## config.mk

```make
export PLATFORM = sky130hd
export DESIGN_NAME = lsu
export DESIGN_NICKNAME = d
export VERILOG_FILES = /design/src/rtl/lsu_pkg.sv /design/src/rtl/lsu_align.sv /design/src/rtl/lsu.sv
export SDC_FILE = /design/constraint.sdc
export NUM_CORES = 1
export LEC_CHECK = 0
export CAP_MARGIN = 20
export CORE_MARGIN = 10
export CORE_UTILIZATION = 40
export DETAILED_ROUTE_END_ITERATION = 12
export PLACE_DENSITY = 0.81
export RECOVER_POWER = 100
export SYNTH_ARGS = -nofsm -noshare
export SYNTH_HDL_FRONTEND = slang
export SYNTH_SLANG_ARGS = --single-unit
```

## constraint.sdc

```tcl
create_clock -name sys_clk -period 6.1 [get_ports sys_clk]
set_clock_uncertainty 0.15 [all_clocks]
set_input_delay 1.83 -clock sys_clk [delete_from_list [all_inputs] [get_ports sys_clk]]
set_output_delay 1.83 -clock sys_clk [all_outputs]
set_load 0.05 [all_outputs]
```

## src/rtl/lsu_pkg.sv

```systemverilog
// lsu_pkg: shared state encoding, funct3 codes and op checks for the load/store unit
package lsu_pkg;
  typedef enum logic [1:0] {IDLE, REQ, RESP, DONE} state_e;
  localparam logic [2:0] F3_B  = 3'b000;
  localparam logic [2:0] F3_H  = 3'b001;
  localparam logic [2:0] F3_W  = 3'b010;
  localparam logic [2:0] F3_BU = 3'b100;
  localparam logic [2:0] F3_HU = 3'b101;
  function automatic logic is_misaligned(input logic [2:0] funct3, input logic [1:0] addr);
    return (funct3[1:0] == 2'b01 && addr[0]) || (funct3[1:0] == 2'b10 && addr != 2'b00);
  endfunction
  function automatic logic is_legal(input logic is_load, input logic [2:0] funct3);
    return is_load ? (funct3 == F3_B || funct3 == F3_H || funct3 == F3_W || funct3 == F3_BU || funct3 == F3_HU)
                   : (funct3 == F3_B || funct3 == F3_H || funct3 == F3_W);
  endfunction
endpackage

```

## src/rtl/lsu_align.sv

```systemverilog
// lsu_align: byte-lane steering for stores and lane select plus extension for loads
module lsu_align
  import lsu_pkg::*;
(
  input  logic [2:0]  funct3_i,
  input  logic [1:0]  addr_i,
  input  logic [31:0] wdata_i,
  input  logic [31:0] rdata_i,
  output logic [3:0]  wstrb_o,
  output logic [31:0] wdata_o,
  output logic [31:0] ldata_o
);
  logic [31:0] sh;
  logic        sext;
  // replicate store data across lanes and pick strobes; select and extend the load lane
  always_comb begin
    sh      = rdata_i >> {addr_i, 3'b000};
    sext    = ~funct3_i[2];
    wstrb_o = funct3_i == F3_B ? 4'b0001 << addr_i :
              funct3_i == F3_H ? 4'b0011 << addr_i :
              funct3_i == F3_W ? 4'b1111 : 4'b0000;
    wdata_o = funct3_i[1:0] == 2'b00 ? {4{wdata_i[7:0]}} :
              funct3_i[1:0] == 2'b01 ? {2{wdata_i[15:0]}} : wdata_i;
    ldata_o = funct3_i[1:0] == 2'b00 ? {{24{sext & sh[7]}}, sh[7:0]} :
              funct3_i[1:0] == 2'b01 ? {{16{sext & sh[15]}}, sh[15:0]} : rdata_i;
  end
endmodule

```

## src/rtl/lsu.sv

```systemverilog
// lsu: multi-cycle load/store unit bridging execute to data memory and register writeback
module lsu
  import lsu_pkg::*;
#(
  parameter int TIMEOUT_CYCLES = 256,
  parameter int CNT_W          = 16
) (
  input  logic        sys_clk,
  input  logic        sys_rst,
  input  logic        ex_valid,
  output logic        ex_ready,
  input  logic        ex_is_load,
  input  logic        ex_is_store,
  input  logic [2:0]  ex_funct3,
  input  logic [31:0] ex_addr,
  input  logic [31:0] ex_wdata,
  input  logic [4:0]  ex_rd,
  output logic        mem_req_valid,
  input  logic        mem_req_ready,
  output logic [31:0] mem_req_addr,
  output logic        mem_req_wen,
  output logic [31:0] mem_req_wdata,
  output logic [3:0]  mem_req_wstrb,
  input  logic        mem_resp_valid,
  input  logic [31:0] mem_resp_rdata,
  output logic [4:0]  gpr_waddr,
  output logic [31:0] gpr_wdata,
  output logic        gpr_wen,
  output logic        lsu_done,
  output logic        lsu_err,
  output logic        busy
);
  state_e           state_q, state_d;
  logic [CNT_W-1:0] cnt_q, cnt_d;
  logic             err_q, err_d;
  logic [31:0]      addr_q, wdata_q, rdata_q;
  logic [2:0]       f3_q;
  logic [4:0]       rd_q;
  logic             load_q;
  logic             accept, bad, tmo, in_req, in_done, st_req;
  logic [3:0]       strb;
  logic [31:0]      wsh, ldata;

  lsu_align u_align (
    .funct3_i (f3_q),
    .addr_i   (addr_q[1:0]),
    .wdata_i  (wdata_q),
    .rdata_i  (mem_resp_rdata),
    .wstrb_o  (strb),
    .wdata_o  (wsh),
    .ldata_o  (ldata)
  );

  assign accept = state_q == IDLE && ex_valid && (ex_is_load || ex_is_store);
  assign bad    = (ex_is_load && ex_is_store) || !is_legal(ex_is_load, ex_funct3) || is_misaligned(ex_funct3, ex_addr[1:0]);
  // the timeout fires on the cycle that would bring the count up to the limit
  assign tmo    = TIMEOUT_CYCLES != 0 && cnt_q == CNT_W'(TIMEOUT_CYCLES - 1);

  // next-state: faulty ops skip memory, timeouts take priority over late handshakes
  always_comb begin
    state_d = state_q;
    cnt_d   = cnt_q;
    err_d   = err_q;
    case (state_q)
      IDLE: if (accept) begin
        state_d = bad ? DONE : REQ;
        err_d   = bad;
        cnt_d   = '0;
      end
      REQ: begin
        cnt_d   = cnt_q + CNT_W'(1);
        state_d = tmo ? DONE : mem_req_ready ? RESP : REQ;
        err_d   = tmo;
      end
      RESP: begin
        cnt_d   = cnt_q + CNT_W'(1);
        state_d = tmo ? DONE : mem_resp_valid ? DONE : RESP;
        err_d   = tmo;
      end
      default: state_d = IDLE;
    endcase
  end

  // state, counter and latched op; reset drops any in-flight access
  always_ff @(posedge sys_clk or posedge sys_rst) begin
    if (sys_rst) begin
      state_q <= IDLE;
      cnt_q   <= '0;
      err_q   <= 1'b0;
      addr_q  <= '0;
      wdata_q <= '0;
      rdata_q <= '0;
      f3_q    <= '0;
      rd_q    <= '0;
      load_q  <= 1'b0;
    end else begin
      state_q <= state_d;
      cnt_q   <= cnt_d;
      err_q   <= err_d;
      if (accept) begin
        addr_q  <= ex_addr;
        wdata_q <= ex_wdata;
        f3_q    <= ex_funct3;
        rd_q    <= ex_rd;
        load_q  <= ex_is_load;
      end
      if (state_q == RESP && mem_resp_valid) rdata_q <= ldata;
    end
  end

  assign in_req        = state_q == REQ;
  assign in_done       = state_q == DONE;
  assign st_req        = in_req && !load_q;
  assign busy          = state_q != IDLE;
  assign ex_ready      = !busy;
  assign mem_req_valid = in_req;
  assign mem_req_addr  = in_req ? {addr_q[31:2], 2'b00} : '0;
  assign mem_req_wen   = st_req;
  assign mem_req_wdata = st_req ? wsh : '0;
  assign mem_req_wstrb = st_req ? strb : '0;
  assign lsu_done      = in_done;
  assign lsu_err       = in_done && err_q;
  assign gpr_wen       = in_done && !err_q && load_q && rd_q != 5'd0;
  assign gpr_waddr     = in_done ? rd_q : '0;
  assign gpr_wdata     = in_done && !err_q && load_q ? rdata_q : '0;
endmodule

```

==> run_results.csv, run 1 <==
group,metric,value,unit
global_routing,grt.met3_usage,0.0925,
cts,clock-sinks,124,
cts,worstSkewPairLatency,0.41,ns
setup_path,critPathKind,"reg -> out",
yosys,ys_ff_latch,124,
setup_path,crit_chain,"ha_1 -> and3b_1 -> o21a_1 -> dlygate4sd3_1",
die,rows,46,
power_and_ir_drop,p_int,0.00280,W
die,core-area,16100,um^2
die,start_util,0.411,
cells_and_area,synthToLayoutAreaGrowth,45.1,%
power_and_ir_drop,p_comb_frac,0.476,
cells_and_area,final_nets,991,
setup_path,regToRegSetupSlack,3.37,ns
setup_path,reg2reg_from,"f3_q[0]",
cells_and_area,fill_cells,1332,
global_routing,grt-ovfl-total,0,
yosys,async_reset_ff_frac,1.00,
route,routed_wl,20700,um
cells_and_area,mostFrequentLayoutCell,"dfrtp_1",
cts,clk_pin_slew_worst_paths,0.06,ns
yosys,synth_edf_count,0,
setup_path,reg2reg_to,"rdata_q[22]",
setup_path,start_kind,"flop",
placed_design,pre_cts_ws,1.48,ns
placed_design,dp_hpwl,15500,um
cells_and_area,final_util,0.597,
global_routing,grt_pass1_wl,32900,um
placed_design,io_buffers,220,
setup_path,crit_start,"state_q[1]",
yosys,avgSynthCellArea,9.96,um^2
setup_path,crit_slowest_cell,"dlygate4sd3_1",
route,avgRoutedWirePerCell,18.8,um
yosys,synthCells,663,
run_status,outcome,"complete, but fails checks",
cells_and_area,diodes,0,
yosys,syn_area,6610,um^2
timing,hold_violations,0,
cts,cts_hold_buf,0,
global_routing,busiest_layer,"met2",
power_and_ir_drop,powerDensity,510,nW/um^2
cells_and_area,layout-drive-gt1-share,0.142,
power_and_ir_drop,p_switching,0.00209,W
cts,cts_tree,"built",
global_routing,grt_max_degree,62,
cts,numCtsBuffers,17,
power_and_ir_drop,pwr-share-seq,0.313,
die,die_h,149,um
cells_and_area,final_cell_mix,"dfrtp_1, dlygate4sd3_1, clkdlybuf4s50_1",
setup_path,r2r_cells,3,
setup_path,required,4.12,ns
power_and_ir_drop,total_leakage_power,4.42,nW
yosys,ys_seq_area_frac,0.470,
global_routing,grt_pass1_vias,6016,
power_and_ir_drop,switching_share,0.428,
global_routing,grtUsageMet1,0.221,
global_routing,use_met2,0.300,
timing,final.setup.worst_slack,0.953,ns
power_and_ir_drop,clkPwrFrac,0.211,
cells_and_area,multi_input_comb_area,3290,um^2
cts,post-cts-setup-buffers,0,
cts,htree_levels,4,
timing,maxSlewHeadroom,-0.858,
cts,clockBufferDepth,2,
timing,max_freq,194,MHz
timing,timing.hold.ws,0.319,ns
route,route.detailed.drc,0,
route,ant_nets,0,
run_status,violations,"max-capacitance violations, max-slew violations",
timing,tightest_slew,2.77,ns
timing,setup_viol,0,
power_and_ir_drop,ir_drop,0.000307,V
setup_path,critPathCapture,"gpr_wen",
setup_path,worstPathArrival,3.17,ns
yosys,synth.distinct_cells,45,
timing,rsz0062_at_grt,"no",
route,routed_via_density,5.15,
setup_path,crit_path_max_fanout,33,
yosys,synth_warnings,0,
cells_and_area,seqCellArea,3100,um^2
setup_path,setup.worst_path.end_class,"output port",
timing,finalCriticalPeriod,5.15,ns
die,die_width,149,um
timing,tns,0,ns
setup_path,slowest_delay,0.91,ns
run,maxCapViolCount,1,
route,route.vias.total,5660,
cts,root_buffer,"clkbuf_16",
route,drt-pass1-iter-count,5,
cts,cts_resized,0,
placed_design,place_congestion,0.873,
route,drt_iter0_markers,271,
die,die-area,22100,um^2
die,boundaryPins,223,
timing,post-route-period-util,0.844,
worst_hold_path,hp-class,"reg -> reg",
timing,maxSlewViolCount,62,
global_routing,track_usage,0.188,
global_routing,antenna_found_initial,0,
yosys,synth_flop_cell,"dfrtp_1",
-- state kept, by name, summed over array words and instances, names as in the netlist --
| signal | count |
|---|---|
| err_q | 1 |
| rd_q | 5 |
| rdata_q | 32 |
| load_q | 1 |
| f3_q | 3 |
| cnt_q | 16 |
| wdata_q | 32 |
| state_q | 2 |
| addr_q | 32 |
-- worst max-delay path: cells and delay by family, from the launching register on --
| family | cells | cell delay [ns] |
|---|---|---|
| DFF | 1 | 0.40 |
| adders and majority gates | 1 | 0.37 |
| buffers and inverters | 1 | 0.91 |
| AOI/OAI and AO/OA | 1 | 0.22 |
| and+or+nand+nor | 1 | 0.86 |
-- cells by family after synthesis --
logic type / after synthesis / synth area share
flip-flops: 124 / 0.470
other: 1 / 0.000568
AND/OR/NAND/NOR: 268 / 0.204
multiplexers: 105 / 0.176
XOR/XNOR: 12 / 0.0159
buffers and inverters: 52 / 0.0320
adder cells (fa/ha/maj): 9 / 0.0170
AO/OA/AOI/OAI: 92 / 0.0843
-- metrics by stage --
stage	area, um^2	cells	power, W
floorplan	6610	664	0.00317
global placement	9000	1068	0.00389
detailed placement	9000	1068	0.00394
CTS	9600	1099	0.00499
global route	9590	1099	0.00521
finish	9590	1099	0.00489
-- layout make-up --
class,instances,area share
clock buffer,21,0.0480
inverter,10,0.00405
clock inverter,10,0.0148
timing repair buffer,230,0.238
sequential,124,0.324
multi-input combinational,488,0.343
tap,216,0.0282
-- routing by layer --
metal | up-vias | wire, um
met4 | 0 | 237
met5 | - | 0
met1 | 2719 | 8370
met2 | 231 | 9700
li1 | 2689 | -
met3 | 21 | 2390
-- synth_stat cells, drive strengths merged (2+ instances only) --
| master | number | area (um^2) |
|---|---|---|
| nand2 | 54 | 203 |
| a22o | 4 | 35.0 |
| or2 | 2 | 12.5 |
| o21ai | 25 | 125 |
| nor4b | 2 | 17.5 |
| nor2 | 64 | 240 |
| o211ai | 2 | 20.0 |
| clkbuf | 27 | 101 |
| o21a | 5 | 37.5 |
| inv | 10 | 37.5 |
| buf | 15 | 72.6 |
| xor2 | 8 | 70.1 |
| nand3 | 37 | 185 |
| or3 | 3 | 18.8 |
| nor3 | 6 | 35.0 |
| mux2 | 80 | 901 |
| ha | 9 | 113 |
| nand4 | 5 | 31.3 |
| or4 | 2 | 15.0 |
| a22oi | 12 | 90.1 |
| nand2b | 9 | 56.3 |
| and2 | 78 | 488 |
| nor2b | 2 | 12.5 |
| xnor2 | 4 | 35.0 |
| dfrtp | 124 | 3100 |
| a21oi | 37 | 185 |
| mux2i | 24 | 240 |
-- how the worst min path moves through the flow --
| stage | start | end | slack, ns | depth (start not counted) |
|---|---|---|---|---|
| after floorplan | rdata_q[0] | rdata_q[0] | 0.29 | 2 |
| after global placement | rdata_q[0] | rdata_q[0] | 0.31 | 2 |
| after detailed placement | rdata_q[3] | rdata_q[3] | 0.31 | 2 |
| after CTS | rdata_q[3] | rdata_q[3] | 0.33 | 2 |
| after global routing | rdata_q[5] | rdata_q[5] | 0.36 | 2 |
| final | rdata_q[0] | rdata_q[0] | 0.32 | 2 |
-- power by group through the flow --
stage	Combinational (W)	Sequential (W)	Clock, W
detailed placement	0.00240	0.00154	0
finish	0.00233	0.00153	0.00103
CTS	0.00241	0.00153	0.00105
global placement	0.00236	0.00152	0
floorplan	0.00179	0.00138	0
global route	0.00254	0.00159	0.00109
(Power assumes the default switching activity.)
==> inputs of run 2 (changes only) <==
- clock period: 6.1 -> 5.4 ns (I/O delays scaled with it)
==> run_results.csv, run 2 (synthesis gave the netlist of run 1 again) <==
group,metric,value,unit
route,drt-pass1-iter-count,4,
placed_design,dp_hpwl,15000,um
setup_path,reg2reg_from,"state_q[0]",
global_routing,grt_pass1_vias,5868,
route,avgRoutedWirePerCell,18.3,um
cells_and_area,final_cells,1099,
timing,finalCriticalPeriod,4.82,ns
route,drt_iter0_markers,272,
timing,timing.hold.ws,0.325,ns
worst_hold_path,hp-class,"reg -> reg",
placed_design,dp_cells,1067,
die,boundaryPins,223,
cells_and_area,final_nets,990,
cells_and_area,seqCellArea,3100,um^2
cts,clock-sinks,124,
route,ant_nets,0,
cts,clockBufferDepth,2,
route,wl_met3,2090,um
die,start_util,0.411,
die,rows,46,
route,dr_wl_met2,9240,um
run,maxCapViolCount,2,
setup_path,required,3.63,ns
cells_and_area,fill_cells,1410,
global_routing,antenna_found_initial,0,
cts,worstSkewPairLatency,0.41,ns
route,route.detailed.drc,0,
route,wl_met1,8450,um
power_and_ir_drop,ir_drop,0.000328,V
cells_and_area,layout-drive-gt1-share,0.143,
cells_and_area,final_cell_mix,"dfrtp_1, dlygate4sd3_1, clkdlybuf4s50_1",
timing,tns,0,ns
setup_path,reg2reg_to,"cnt_q[3]",
cts,htree_levels,4,
setup_path,critPathKind,"reg -> out",
die,die-area,22100,um^2
timing,tightest_slew,2.19,ns
run_status,outcome,"complete, but fails checks",
cts,root_buffer,"clkbuf_16",
timing,setup_viol,0,
timing,maxSlewViolCount,80,
die,die_width,149,um
cts,cts_resized,0,
global_routing,grt_max_degree,76,
global_routing,grt_pass1_wl,32300,um
setup_path,start_kind,"flop",
cells_and_area,multi_input_comb_area,3280,um^2
cells_and_area,finalInstanceArea,9450,um^2
setup_path,crit_path_max_fanout,33,
cells_and_area,reg.largest.list,"addr_q x32, rdata_q x32, wdata_q x32",
timing,max_freq,207,MHz
die,die_h,149,um
cts,cts_tree,"built",
timing,post-route-period-util,0.893,
cells_and_area,diodes,0,
placed_design,pre_cts_ws,1.00,ns
cts,post-cts-setup-buffers,0,
die,core-area,16100,um^2
route,top_layer,"met4",
cts,numCtsBuffers,17,
cells_and_area,mostFrequentLayoutCell,"dfrtp_1",
timing,final.setup.worst_slack,0.576,ns
cells_and_area,synthToLayoutAreaGrowth,43.0,%
route,route.vias.total,5602,
cts,cts_hold_buf,0,
setup_path,critPathCapture,"gpr_wdata[28]",
power_and_ir_drop,total_leakage_power,4.31,nW
power_and_ir_drop,powerDensity,568,nW/um^2
setup_path,r2r_cells,9,
placed_design,io_buffers,220,
setup_path,crit_start,"state_q[1]",
cts,clk_pin_slew_worst_paths,0.05,ns
setup_path,worstPathArrival,3.05,ns
timing,maxSlewHeadroom,-0.469,
placed_design,place_congestion,0.860,
global_routing,track_usage,0.184,
placed_design,dpl_cell_area,8960,um^2
global_routing,grt-ovfl-total,0,
run_status,violations,"max-capacitance violations, max-slew violations",
route,routed_wl,20200,um
route,routed_via_density,5.10,
timing,rsz0062_at_grt,"no",
timing,hold_violations,0,
setup_path,setup.worst_path.end_class,"output port",
setup_path,regToRegSetupSlack,2.00,ns
==> run 2: cell types whose count changed in the layout (fill, tap and decap cells not counted), sizes merged <==
cell / before / now
clkdlybuf4s50: 99 / 100
buf: 7 / 11
dlygate4sd3: 121 / 107
clkbuf: 24 / 34
clkinvlp: 3 / 5
bufinv: 3 / 1
clkinv: 5 / 4
==> run 2: through the flow <==
step | util | power [W]
finish | 0.588 | 0.00537
global route | 0.588 | 0.00573
CTS | 0.592 | 0.00550
detailed placement | 0.558 | 0.00442
global placement | 0.558 | 0.00436
floorplan | - | 0.00359
==> run 2: worst min path at each step <==
stage / end / startpoint / cells after the start / slack [ns]
after CTS: rdata_q[2] / rdata_q[2] / 2 / 0.33
final: rdata_q[0] / rdata_q[0] / 2 / 0.32
after global routing: rdata_q[27] / rdata_q[27] / 2 / 0.35
after detailed placement: rdata_q[1] / rdata_q[1] / 2 / 0.32
after global placement: rdata_q[2] / rdata_q[2] / 2 / 0.31
after floorplan: rdata_q[0] / rdata_q[0] / 2 / 0.29
==> run 2: report_power, final <==
part	internal [W]	switching, W
sequential	0.00137	0.000355
clock	0.000646	0.000419
combinational	0.00102	0.00156
==> run 2: cell type report <==
type,instances,share of cell area
timing repair buffer,229,0.233
multi-input combinational,488,0.348
clock buffer,23,0.0485
sequential,124,0.329
inverter,10,0.00411
tap,216,0.0286
clock inverter,9,0.00967
==> run 2: worst max-delay path, stage by stage, from the launching register on <==
cell and delay, ns:
dfrtp_1 0.38, ha_1 0.32, and3b_1 0.80, and2_1 0.25, dlygate4sd3_1 0.88
==> run 2: metal layers <==
metal,global-route usage,vias up
met5,0,-
met3,0.0865,30
met4,0.0610,0
met2,0.285,208
met1,0.220,2682
li1,-,2682
==> inputs of run 3 (changes only) <==
- PLACE_DENSITY: 0.81 -> 0.73
==> run_results.csv, run 3 (synthesis gave the netlist of run 1 again) <==
group,metric,value,unit
route,drt-pass1-iter-count,4,
timing,setup_viol,0,
run_status,violations,"max-capacitance violations, max-slew violations",
global_routing,grt-ovfl-total,0,
run_status,outcome,"complete, but fails checks",
die,start_util,0.411,
timing,finalCriticalPeriod,4.99,ns
cts,cts_hold_buf,0,
cells_and_area,final_cells,1098,
placed_design,dp_hpwl,15200,um
cts,worstSkewPairLatency,0.41,ns
die,die_width,149,um
power_and_ir_drop,power,0.00554,W
route,ant_nets,0,
cts,htree_levels,4,
setup_path,worstPathArrival,3.22,ns
setup_path,slowest_delay,0.91,ns
route,drt_iter0_markers,287,
cells_and_area,final_nets,990,
worst_hold_path,hp-class,"reg -> reg",
cts,cts_resized,0,
route,routed_wl,20700,um
power_and_ir_drop,powerDensity,579,nW/um^2
die,die-area,22100,um^2
placed_design,pre_cts_ws,0.952,ns
power_and_ir_drop,ir_drop,0.000294,V
timing,tns,0,ns
timing,maxSlewViolCount,146,
global_routing,grt_max_degree,70,
cells_and_area,reg.largest.list,"addr_q x32, rdata_q x32, wdata_q x32",
route,avgRoutedWirePerCell,18.8,um
setup_path,critPathKind,"reg -> out",
cells_and_area,synthToLayoutAreaGrowth,44.9,%
timing,final.setup.worst_slack,0.411,ns
route,route.vias.total,5603,
global_routing,track_usage,0.188,
cells_and_area,fill_cells,1378,
cts,clock-sinks,124,
cts,clk_pin_slew_worst_paths,0.06,ns
placed_design,io_buffers,220,
power_and_ir_drop,total_leakage_power,4.36,nW
cts,numCtsBuffers,17,
setup_path,setup.worst_path.end_class,"output port",
cells_and_area,final_cell_mix,"dfrtp_1, dlygate4sd3_1, clkdlybuf4s50_1",
route,route.detailed.drc,0,
die,rows,46,
global_routing,grt_pass1_wl,33000,um
timing,maxSlewHeadroom,-0.804,
cts,cts_tree,"built",
timing,rsz0062_at_grt,"no",
cells_and_area,multi_input_comb_area,3290,um^2
timing,timing.hold.ws,0.326,ns
setup_path,crit_path_max_fanout,20,
die,core-area,16100,um^2
global_routing,antenna_found_initial,0,
route,routed_via_density,5.10,
run,maxCapViolCount,3,
cts,clockBufferDepth,2,
timing,post-route-period-util,0.924,
global_routing,grt_pass1_vias,5880,
setup_path,required,3.63,ns
setup_path,start_kind,"flop",
placed_design,dp_cells,1067,
timing,hold_violations,0,
setup_path,crit_chain,"or2_0 -> nand2_1 -> a21oi_1 -> dlygate4sd3_1",
timing,tightest_slew,2.70,ns
cts,post-cts-setup-buffers,0,
cells_and_area,seqCellArea,3100,um^2
setup_path,crit_slowest_cell,"dfrtp_1",
die,die_h,149,um
cells_and_area,mostFrequentLayoutCell,"dfrtp_1",
cells_and_area,layout-drive-gt1-share,0.144,
cells_and_area,diodes,0,
timing,max_freq,200,MHz
placed_design,place_congestion,0.850,
die,boundaryPins,223,
cts,root_buffer,"clkbuf_16",
## run 3: where the power goes
group	switching (W)	leakage, nW	internal [W]
logic	0.00158	2.55	0.00104
clock network	0.000420	0.300	0.000781
registers	0.000345	1.51	0.00137
## run 3: worst max-delay path, delay by kind of cell (launching register included)
family          cells  cell delay, ns
flops               1            0.91
compound gates      1            0.16
simple gates        2            0.82
buf+inv             1            0.91
## run 3: stage by stage
| step | area, um^2 | util |
|---|---|---|
| CTS | 9650 | 0.601 |
| detailed placement | 9030 | 0.563 |
| global route | 9570 | 0.596 |
| global placement | 9030 | 0.563 |
| finish | 9570 | 0.596 |
| floorplan | 6610 | - |
## run 3: cell type report
cell class / instances / area share
Tap cell: 216 / 0.0282
Sequential cell: 124 / 0.324
Timing Repair Buffer: 229 / 0.235
Clock buffer: 20 / 0.0467
Multi-Input combinational cell: 488 / 0.344
Clock inverter: 11 / 0.0177
Inverter: 10 / 0.00392
## run 3: metal layers
| metal | global-route usage | vias up | part of all wire |
|---|---|---|---|
| met2 | 0.289 | 217 | 0.45 |
| li1 | - | 2686 | - |
| met1 | 0.226 | 2683 | 0.42 |
| met3 | 0.0995 | 17 | 0.12 |
| met5 | 0 | - | 0 |
| met4 | 0.0505 | 0 | 0.010 |
## run 3: path summary, 6_finish.rpt
check,start,endpoint,slack [ns],cells past startpoint
min in group asynchronous,sys_rst,addr_q[21],2.46,2
hold reg to reg,rdata_q[6],rdata_q[6],0.33,2
max in group asynchronous,sys_rst,rdata_q[3],1.09,2
setup / recovery,f3_q[0],mem_req_wdata[13],0.41,4
hold / removal,rdata_q[6],rdata_q[6],0.33,2
setup reg to reg,state_q[0],cnt_q[5],1.83,8
